File: src/rtl/pipe_hazard_ctrl.sv
// pipe_hazard_ctrl: hazard, forwarding and flush control between ID and EX.
// Tracks outstanding variable-latency loads in a per-register scoreboard,
// resolves EX operands from N forwarding stages, a load-return bypass or the
// register file, and squashes IF/ID and ID/EX for a programmable number of
// cycles after a redirect.
module pipe_hazard_ctrl #(
  parameter int XLEN        = 32,
  parameter int NREG        = 32,
  parameter int FWD_STAGES  = 2,
  parameter int FLUSH_DEPTH = 2,
  parameter int MAX_LOADS   = 4,
  localparam int RW         = $clog2(NREG),
  localparam int SELW       = FWD_STAGES + 2
) (
  input  logic                       clk,
  input  logic                       rst,
  input  logic                       id_valid,
  input  logic [RW-1:0]              id_rs1,
  input  logic [RW-1:0]              id_rs2,
  input  logic                       id_use_rs1,
  input  logic                       id_use_rs2,
  input  logic [RW-1:0]              id_rd,
  input  logic                       id_regwrite,
  input  logic                       id_is_load,
  input  logic [XLEN-1:0]            rf_rs1data,
  input  logic [XLEN-1:0]            rf_rs2data,
  input  logic [FWD_STAGES-1:0]      fwd_we,
  input  logic [FWD_STAGES*RW-1:0]   fwd_rd,
  input  logic [FWD_STAGES*XLEN-1:0] fwd_data,
  input  logic                       ld_done,
  input  logic [RW-1:0]              ld_rd,
  input  logic [XLEN-1:0]            ld_data,
  input  logic                       redirect,
  output logic                       id_issue,
  output logic                       hold_pc,
  output logic                       flush,
  output logic [XLEN-1:0]            rs1_fwd,
  output logic [XLEN-1:0]            rs2_fwd,
  output logic [SELW-1:0]            rs1_sel,
  output logic [SELW-1:0]            rs2_sel,
  output logic [NREG-1:0]            sb_pending,
  output logic                       ld_err,
  output logic [31:0]                stall_count
);

  localparam int CW = $clog2(MAX_LOADS + 1);
  localparam int FW = $clog2(FLUSH_DEPTH + 1);
  localparam logic [CW-1:0] CNT_MAX      = CW'(MAX_LOADS);
  localparam logic [CW-1:0] CNT_ZERO     = CW'(0);
  localparam logic [CW-1:0] CNT_ONE      = CW'(1);
  localparam logic [FW-1:0] FLUSH_RELOAD = FW'(FLUSH_DEPTH - 1);
  localparam logic [FW-1:0] FLUSH_ZERO   = FW'(0);
  localparam logic [FW-1:0] FLUSH_ONE    = FW'(1);
  localparam logic [RW-1:0] REG_ZERO     = RW'(0);

  logic [NREG-1:0] r_sb;
  logic [CW-1:0]   r_cnt;
  logic [FW-1:0]   r_flush_cnt;
  logic            r_ld_err;
  logic [31:0]     r_stall_cnt;

  logic [SELW+XLEN-1:0] w_rs1_res;
  logic [SELW+XLEN-1:0] w_rs2_res;
  logic                 w_haz1;
  logic                 w_haz2;
  logic                 w_waw;
  logic                 w_ldfull;
  logic                 w_stall;
  logic                 w_flush;
  logic                 w_issue;
  logic                 w_ld_issue;
  logic [NREG-1:0]      w_sb_next;

  // Operand source: youngest matching forwarding stage, then the returning
  // load, then the register file. x0 and unused sources always take the RF.
  function automatic logic [SELW+XLEN-1:0] f_resolve(
    input logic [RW-1:0]              src,
    input logic                       use_src,
    input logic [XLEN-1:0]            rf_data,
    input logic [FWD_STAGES-1:0]      we,
    input logic [FWD_STAGES*RW-1:0]   rd,
    input logic [FWD_STAGES*XLEN-1:0] data,
    input logic                       ldv,
    input logic [RW-1:0]              ldr,
    input logic [XLEN-1:0]            ldd
  );
    logic [SELW-1:0] sel;
    logic [XLEN-1:0] res;
    logic            hit;
    sel           = {SELW{1'b0}};
    sel[SELW-1]   = 1'b1;
    res           = rf_data;
    hit           = 1'b0;
    if (use_src && (src != REG_ZERO)) begin
      for (int k = 0; k < FWD_STAGES; k++) begin
        if (!hit && we[k] && (rd[k*RW +: RW] == src)) begin
          hit    = 1'b1;
          sel    = {SELW{1'b0}};
          sel[k] = 1'b1;
          res    = data[k*XLEN +: XLEN];
        end
      end
      if (!hit && ldv && (ldr == src)) begin
        sel             = {SELW{1'b0}};
        sel[FWD_STAGES] = 1'b1;
        res             = ldd;
      end
    end
    return {sel, res};
  endfunction

  // A register is busy when a load to it is pending and its data is not
  // arriving on the bypass this very cycle.
  function automatic logic f_busy(
    input logic [RW-1:0]   r,
    input logic [NREG-1:0] sb,
    input logic            ldv,
    input logic [RW-1:0]   ldr
  );
    return (r != REG_ZERO) && sb[r] && !(ldv && (ldr == r));
  endfunction

  // Operand resolution and issue/stall/flush decision for the ID instruction.
  always_comb begin
    w_rs1_res  = f_resolve(id_rs1, id_use_rs1, rf_rs1data, fwd_we, fwd_rd, fwd_data,
                           ld_done, ld_rd, ld_data);
    w_rs2_res  = f_resolve(id_rs2, id_use_rs2, rf_rs2data, fwd_we, fwd_rd, fwd_data,
                           ld_done, ld_rd, ld_data);
    w_haz1     = id_use_rs1 && f_busy(id_rs1, r_sb, ld_done, ld_rd);
    w_haz2     = id_use_rs2 && f_busy(id_rs2, r_sb, ld_done, ld_rd);
    w_waw      = id_regwrite && f_busy(id_rd, r_sb, ld_done, ld_rd);
    w_ldfull   = id_is_load && (r_cnt == CNT_MAX) && !ld_done;
    w_stall    = id_valid && (w_haz1 || w_haz2 || w_waw || w_ldfull);
    w_flush    = redirect || (r_flush_cnt != FLUSH_ZERO);
    w_issue    = id_valid && !w_stall && !w_flush;
    w_ld_issue = w_issue && id_is_load;
  end

  // Next scoreboard: clear the returning load first so a same-cycle set wins.
  always_comb begin
    w_sb_next = r_sb;
    if (ld_done) begin
      w_sb_next[ld_rd] = 1'b0;
    end else begin
      w_sb_next = r_sb;
    end
    if (w_ld_issue && (id_rd != REG_ZERO)) begin
      w_sb_next[id_rd] = 1'b1;
    end else begin
      w_sb_next = w_sb_next;
    end
  end

  // Scoreboard, outstanding-load count and sticky spurious-return error.
  always_ff @(posedge clk) begin
    if (rst) begin
      r_sb     <= {NREG{1'b0}};
      r_cnt    <= CNT_ZERO;
      r_ld_err <= 1'b0;
    end else begin
      r_sb <= w_sb_next;
      case ({w_ld_issue, ld_done})
        2'b10: r_cnt <= r_cnt + CNT_ONE;
        2'b01: begin
          if (r_cnt == CNT_ZERO) begin
            r_ld_err <= 1'b1;
          end else begin
            r_cnt <= r_cnt - CNT_ONE;
          end
        end
        default: r_cnt <= r_cnt;
      endcase
    end
  end

  // Flush counter: reload on every redirect, otherwise count down to zero.
  always_ff @(posedge clk) begin
    if (rst) begin
      r_flush_cnt <= FLUSH_ZERO;
    end else if (redirect) begin
      r_flush_cnt <= FLUSH_RELOAD;
    end else if (r_flush_cnt != FLUSH_ZERO) begin
      r_flush_cnt <= r_flush_cnt - FLUSH_ONE;
    end else begin
      r_flush_cnt <= r_flush_cnt;
    end
  end

  // Saturating count of cycles spent holding the PC.
  always_ff @(posedge clk) begin
    if (rst) begin
      r_stall_cnt <= 32'h0000_0000;
    end else if (hold_pc && (r_stall_cnt != 32'hFFFF_FFFF)) begin
      r_stall_cnt <= r_stall_cnt + 32'h0000_0001;
    end else begin
      r_stall_cnt <= r_stall_cnt;
    end
  end

  assign rs1_sel     = w_rs1_res[SELW+XLEN-1 -: SELW];
  assign rs1_fwd     = w_rs1_res[XLEN-1:0];
  assign rs2_sel     = w_rs2_res[SELW+XLEN-1 -: SELW];
  assign rs2_fwd     = w_rs2_res[XLEN-1:0];
  assign flush       = w_flush;
  assign hold_pc     = w_stall && !w_flush;
  assign id_issue    = w_issue;
  assign sb_pending  = r_sb;
  assign ld_err      = r_ld_err;
  assign stall_count = r_stall_cnt;

endmodule

File: config.mk
export PLATFORM = sky130hd
export DESIGN_NAME = pipe_hazard_ctrl
export DESIGN_NICKNAME = d
export VERILOG_FILES = /design/src/rtl/pipe_hazard_ctrl.sv
export SDC_FILE = /design/constraint.sdc
export NUM_CORES = 1
export LEC_CHECK = 0
export CAP_MARGIN = 10
export CELL_PAD_IN_SITES_DETAIL_PLACEMENT = 1
export CELL_PAD_IN_SITES_GLOBAL_PLACEMENT = 2
export CORE_UTILIZATION = 19
export CTS_CLUSTER_SIZE = 10
export DETAILED_ROUTE_END_ITERATION = 8
export PLACE_DENSITY = 0.85
export SLEW_MARGIN = 20
export SYNTH_ARGS = -nofsm -noshare
export SYNTH_HDL_FRONTEND = slang
export SYNTH_SLANG_ARGS = --single-unit
export TNS_END_PERCENT = 10
File: constraint.sdc
create_clock -name clk -period 4.6 [get_ports clk]
set_input_delay 1.38 -clock clk [delete_from_list [all_inputs] [get_ports clk]]
set_output_delay 1.38 -clock clk [all_outputs]
set_load 0.01 [all_outputs]
==> results.txt <==
The switching fraction of total power came out at 30.1%. The number of storage elements in the synthesis netlist came out at 70. The layout net count is 1,502.

The total standard cell area after synthesis is 0.00667 mm2. Summing all flip-flop and latch instances after layout gives 0.00140 mm2. The effective utilization at floorplan is 19.3%. The clock period minus worst slack came out at ~4.8 ns. For this run, design rule violations remaining after detail routing come to 0. The number of fillers in the final layout came out at just over 4k. The post-synthesis average cell area is 7.81 um2. The count of distinct cell types in the synthesized netlist is 68.

The path category of the worst min-delay check is reg -> reg. The yosys synthesis warning count came out at 0. The final reports fail on negative setup slack. In the finished design, the share of the clock period the worst path needs comes to 105%. The number of instances in the synthesized netlist came out at around 850.

For flop-to-flop paths, the worst setup slack is between 1 and 1.5 ns. The placeable core area came out at 0.0345 mm2. In this run the tightest slew margin relative to its limit is 41.1%.

The number of vias per cell after detailed routing is 5.25. Yosys attributes the largest share of cell area to sky130_fd_sc_hd__dfxtp_1 (21%), sky130_fd_sc_hd__o22a_1 (8.3%), sky130_fd_sc_hd__a21oi_1 (7.0%), sky130_fd_sc_hd__mux4_2 (6.8%), sky130_fd_sc_hd__o21ai_0 (4.7%). In the final layout, the share of cells above drive strength 1 is 32.2%.

Clock-pin slew was measured on the worst setup and hold paths at 0.06 ns. The antenna violation net count after detailed routing came out at 0. The total negative slack is -7.84 ns. Summed over all cells, the static leakage comes to 4.63 nW. The worst-case IR drop observed on VDD is 0.000130 V. The multi-input combinational cell area came out at approximately 0.0054 mm2. The count of endpoints failing setup in the final report is 65.

The routed length per instance came out at 23.5 um. The worst setup path is launched from a primary input. The HPWL after detailed placement is 29,800 um. The full die area is 0.0358 mm2. The worst hold path begins at ld_err. The type of the setup path with the least slack is in -> out. The data arrival at the endpoint of the critical path came out at 3.46 ns.

The cell-internal power is 0.00150 W. The most frequent cell after synthesis is sky130_fd_sc_hd__a21oi_1. The insertion delay to the later sink of the worst-skew pair is 0.34 ns. The worst register-to-register path begins at sb_pending[18]. The CTS H-tree depth came out at 3. The root cell of the clock tree is sky130_fd_sc_hd__clkbuf_16. In the synthesized netlist the async set-or-reset flop fraction comes to 0%. The clock buffer count from CTS is 9.

The first detailed-routing pass took 4 iterations. The share of power burned in the clock network is 35.3%. The global-route total usage across every layer is 22.1%.

Compared with the post-synthesis result, the final layout area differs by 91.8%. The power dissipated by switching net loads came out at 0.000645 W. Buffers placed on the I/O ports in this run total 340. The share of total power dissipated in sequential elements is 29.0%. The hold buffer count at CTS is 0. The placed cell area is 0.0115 mm2. The power density over the cells came out at 168 mW/mm2. Synthesis produced a netlist with a net count of approximately 1.1k. The endpoint required time on the critical path is between 3 and 4 ns.

The highest fanout seen on the critical path is 6. The flow ran to the end, but the final reports show violations. Along the worst hold path, the cell count comes to 1.

The count of flip-flops with a built-in enable after synthesis is 0. The floorplan die width is about 190 um. The final layout contains routed wiring with a total length of 41,300 um.

The cell count of the worst reg-to-reg path came out at 10. At the pin with the least slew margin, the transition time is around 0.88 ns. Global routing finished with a remaining overflow of 0. After synthesis, the largest area contributor takes up 21.0% of total cell area. Derived from the worst setup path, the maximum achievable clock frequency is 206 MHz.

The commonest cells after synthesis are sky130_fd_sc_hd__a21oi_1 (93), sky130_fd_sc_hd__nor2_1 (83), sky130_fd_sc_hd__dfxtp_1 (70). The clock passes through at most 2 buffers. Setup repair after global routing could not meet its margin everywhere. The number of standard-cell rows in the floorplan is approximately 70.

The die span in y is 189 um. The worst setup path is captured at a primary output. The number of violations reported at the end of detailed-routing iteration 0 came out at 422. The setup slack after layout is -0.243 ns. The clock tree from TritonCTS is built. The routability congestion estimate is roughly 0.85. The boundary pin count came out at 341. The first global-routing pass estimated 60,400 um of wire. The total non-filler cell area in the finished layout is 0.0128 mm2. The initial antenna violation count is 4. sky130_fd_sc_hd__dfxtp_1 takes more of the synthesized area than any other cell. In the synthesized netlist the dominant register cell turns out to be sky130_fd_sc_hd__dfxtp_1. The final hold violation count came out at 0. Entering global routing, the biggest net connects 44 pins.

The count of maximum capacitance violations came out at 0. The number of global-route vias before repair is a little under 10k. The sequential area share after synthesis is 21.0%. On the final layout, the worst clock skew is 0.0110 ns. The worst register-to-register path ends at r_cnt[1]. The combinational power share came out at 35.7%. The path with the worst hold slack has its endpoint at ld_err. The number of clock sinks is 70. The max-slew violation total from the final report came out at 0.

The via count came out at 9,238.
-- stage by stage --
| stage | utilization, % | hold WS [ns] | cells | total power (W) | setup WS, ns |
|---|---|---|---|---|---|
| after detailed placement | 33.2 | 0.461 | 1692 | 0.00134 | -1.17 |
| after floorplan | - | 0.490 | 854 | 0.000897 | -0.0351 |
| after global placement | 33.2 | 0.452 | 1692 | 0.00133 | -1.13 |
| after global routing | 37.0 | 0.500 | 1759 | 0.00223 | -0.346 |
| after CTS | 36.5 | 0.481 | 1758 | 0.00215 | -0.217 |
| final | 37.0 | 0.472 | 1760 | 0.00214 | -0.243 |
-- layout by cell type, fill, tap and decap left out, drive strengths merged, types with 9 or more instances in the layout --
master / instances
o21ai: 66
mux2i: 11
nand2: 32
xor2: 32
nand4: 13
nor3: 14
nand3: 26
o31ai: 13
clkbuf: 15
clkdlybuf4s50: 235
a21oi: 93
nor2: 84
o22ai: 17
a2bb2oi: 31
dfxtp: 70
nand4b: 9
nand3b: 9
mux4: 20
o22a: 63
xnor2: 16
a22oi: 35
or3: 10
nor2b: 12
buf: 257
inv: 12
-- registers in the layout, indices dropped and copies added, names as in the netlist --
| signal | count |
|---|---|
| sb_pending | 32 |
| stall_count | 32 |
| r_cnt | 3 |
| r_flush_cnt | 2 |
| ld_err | 1 |
-- kinds of logic after synthesis --
family	share of synthesized area, %
muxes	9.59
adders and majority gates	0.676
buffers and inverters	6.04
AOI/OAI and AO/OA	35.4
xor gates and xnor gates	6.31
and+or+nand+nor	21.0
DFF	21.0
-- cell type report --
cell class,instances,area share (%)
Multi-Input combinational cell,693,42.0
Antenna cell,2,0.0391
Tap cell,455,4.45
Clock inverter,6,0.675
Clock buffer,10,1.79
Sequential cell,70,11.0
Inverter,13,0.382
Timing Repair Buffer,511,39.7
-- worst max path at each step --
stage,from,slack [ns],cells past startpoint,to
finish,id_rs2[0],-0.24,14,rs2_fwd[24]
detailed placement,id_rs2[0],-1.17,10,id_issue
global placement,id_rs2[0],-1.13,10,id_issue
floorplan,id_rs2[4],-0.04,9,rs2_fwd[22]
CTS,fwd_rd[4],-0.22,14,rs1_fwd[17]
global route,fwd_rd[2],-0.35,14,rs1_fwd[29]
-- repair_timing --
item | CTS | global route
hold endpoints to repair | 0 | 0
gates cloned | 11 | 0
setup buffers | 41 | 4
gates resized for setup | 548 | 61
pin swaps | 74 | 50
endpoints found under the setup margin | 76 | 72
-- worst max-delay path, stage by stage --
cell,delay [ns]
sky130_fd_sc_hd__buf_12,0.11
sky130_fd_sc_hd__buf_12,0.12
sky130_fd_sc_hd__xor2_2,0.14
sky130_fd_sc_hd__nor4_2,0.32
sky130_fd_sc_hd__nand4_1,0.20
sky130_fd_sc_hd__buf_6,0.18
sky130_fd_sc_hd__buf_12,0.14
sky130_fd_sc_hd__buf_6,0.12
sky130_fd_sc_hd__buf_16,0.14
sky130_fd_sc_hd__buf_6,0.12
sky130_fd_sc_hd__o22a_1,0.16
sky130_fd_sc_hd__o21ai_1,0.09
sky130_fd_sc_hd__a21oi_1,0.08
sky130_fd_sc_hd__buf_2,0.13
-- routing by layer --
metal / track usage (%) / wire length, um
met1: 24.8 / 15900
met2: 39.4 / 20100
met3: 5.47 / 3240
met4: 9.83 / 2010
met5: 0 / 29
-- power by group through the flow --
stage                     registers [W]  logic, W  clock network [W]
after global placement         0.000633  0.000700                  0
after detailed placement       0.000634  0.000707                  0
after floorplan                0.000633  0.000264                  0
after CTS                      0.000621  0.000749           0.000775
after global routing           0.000622  0.000811           0.000800
final                          0.000621  0.000766           0.000757
(Power assumes the default switching activity.)
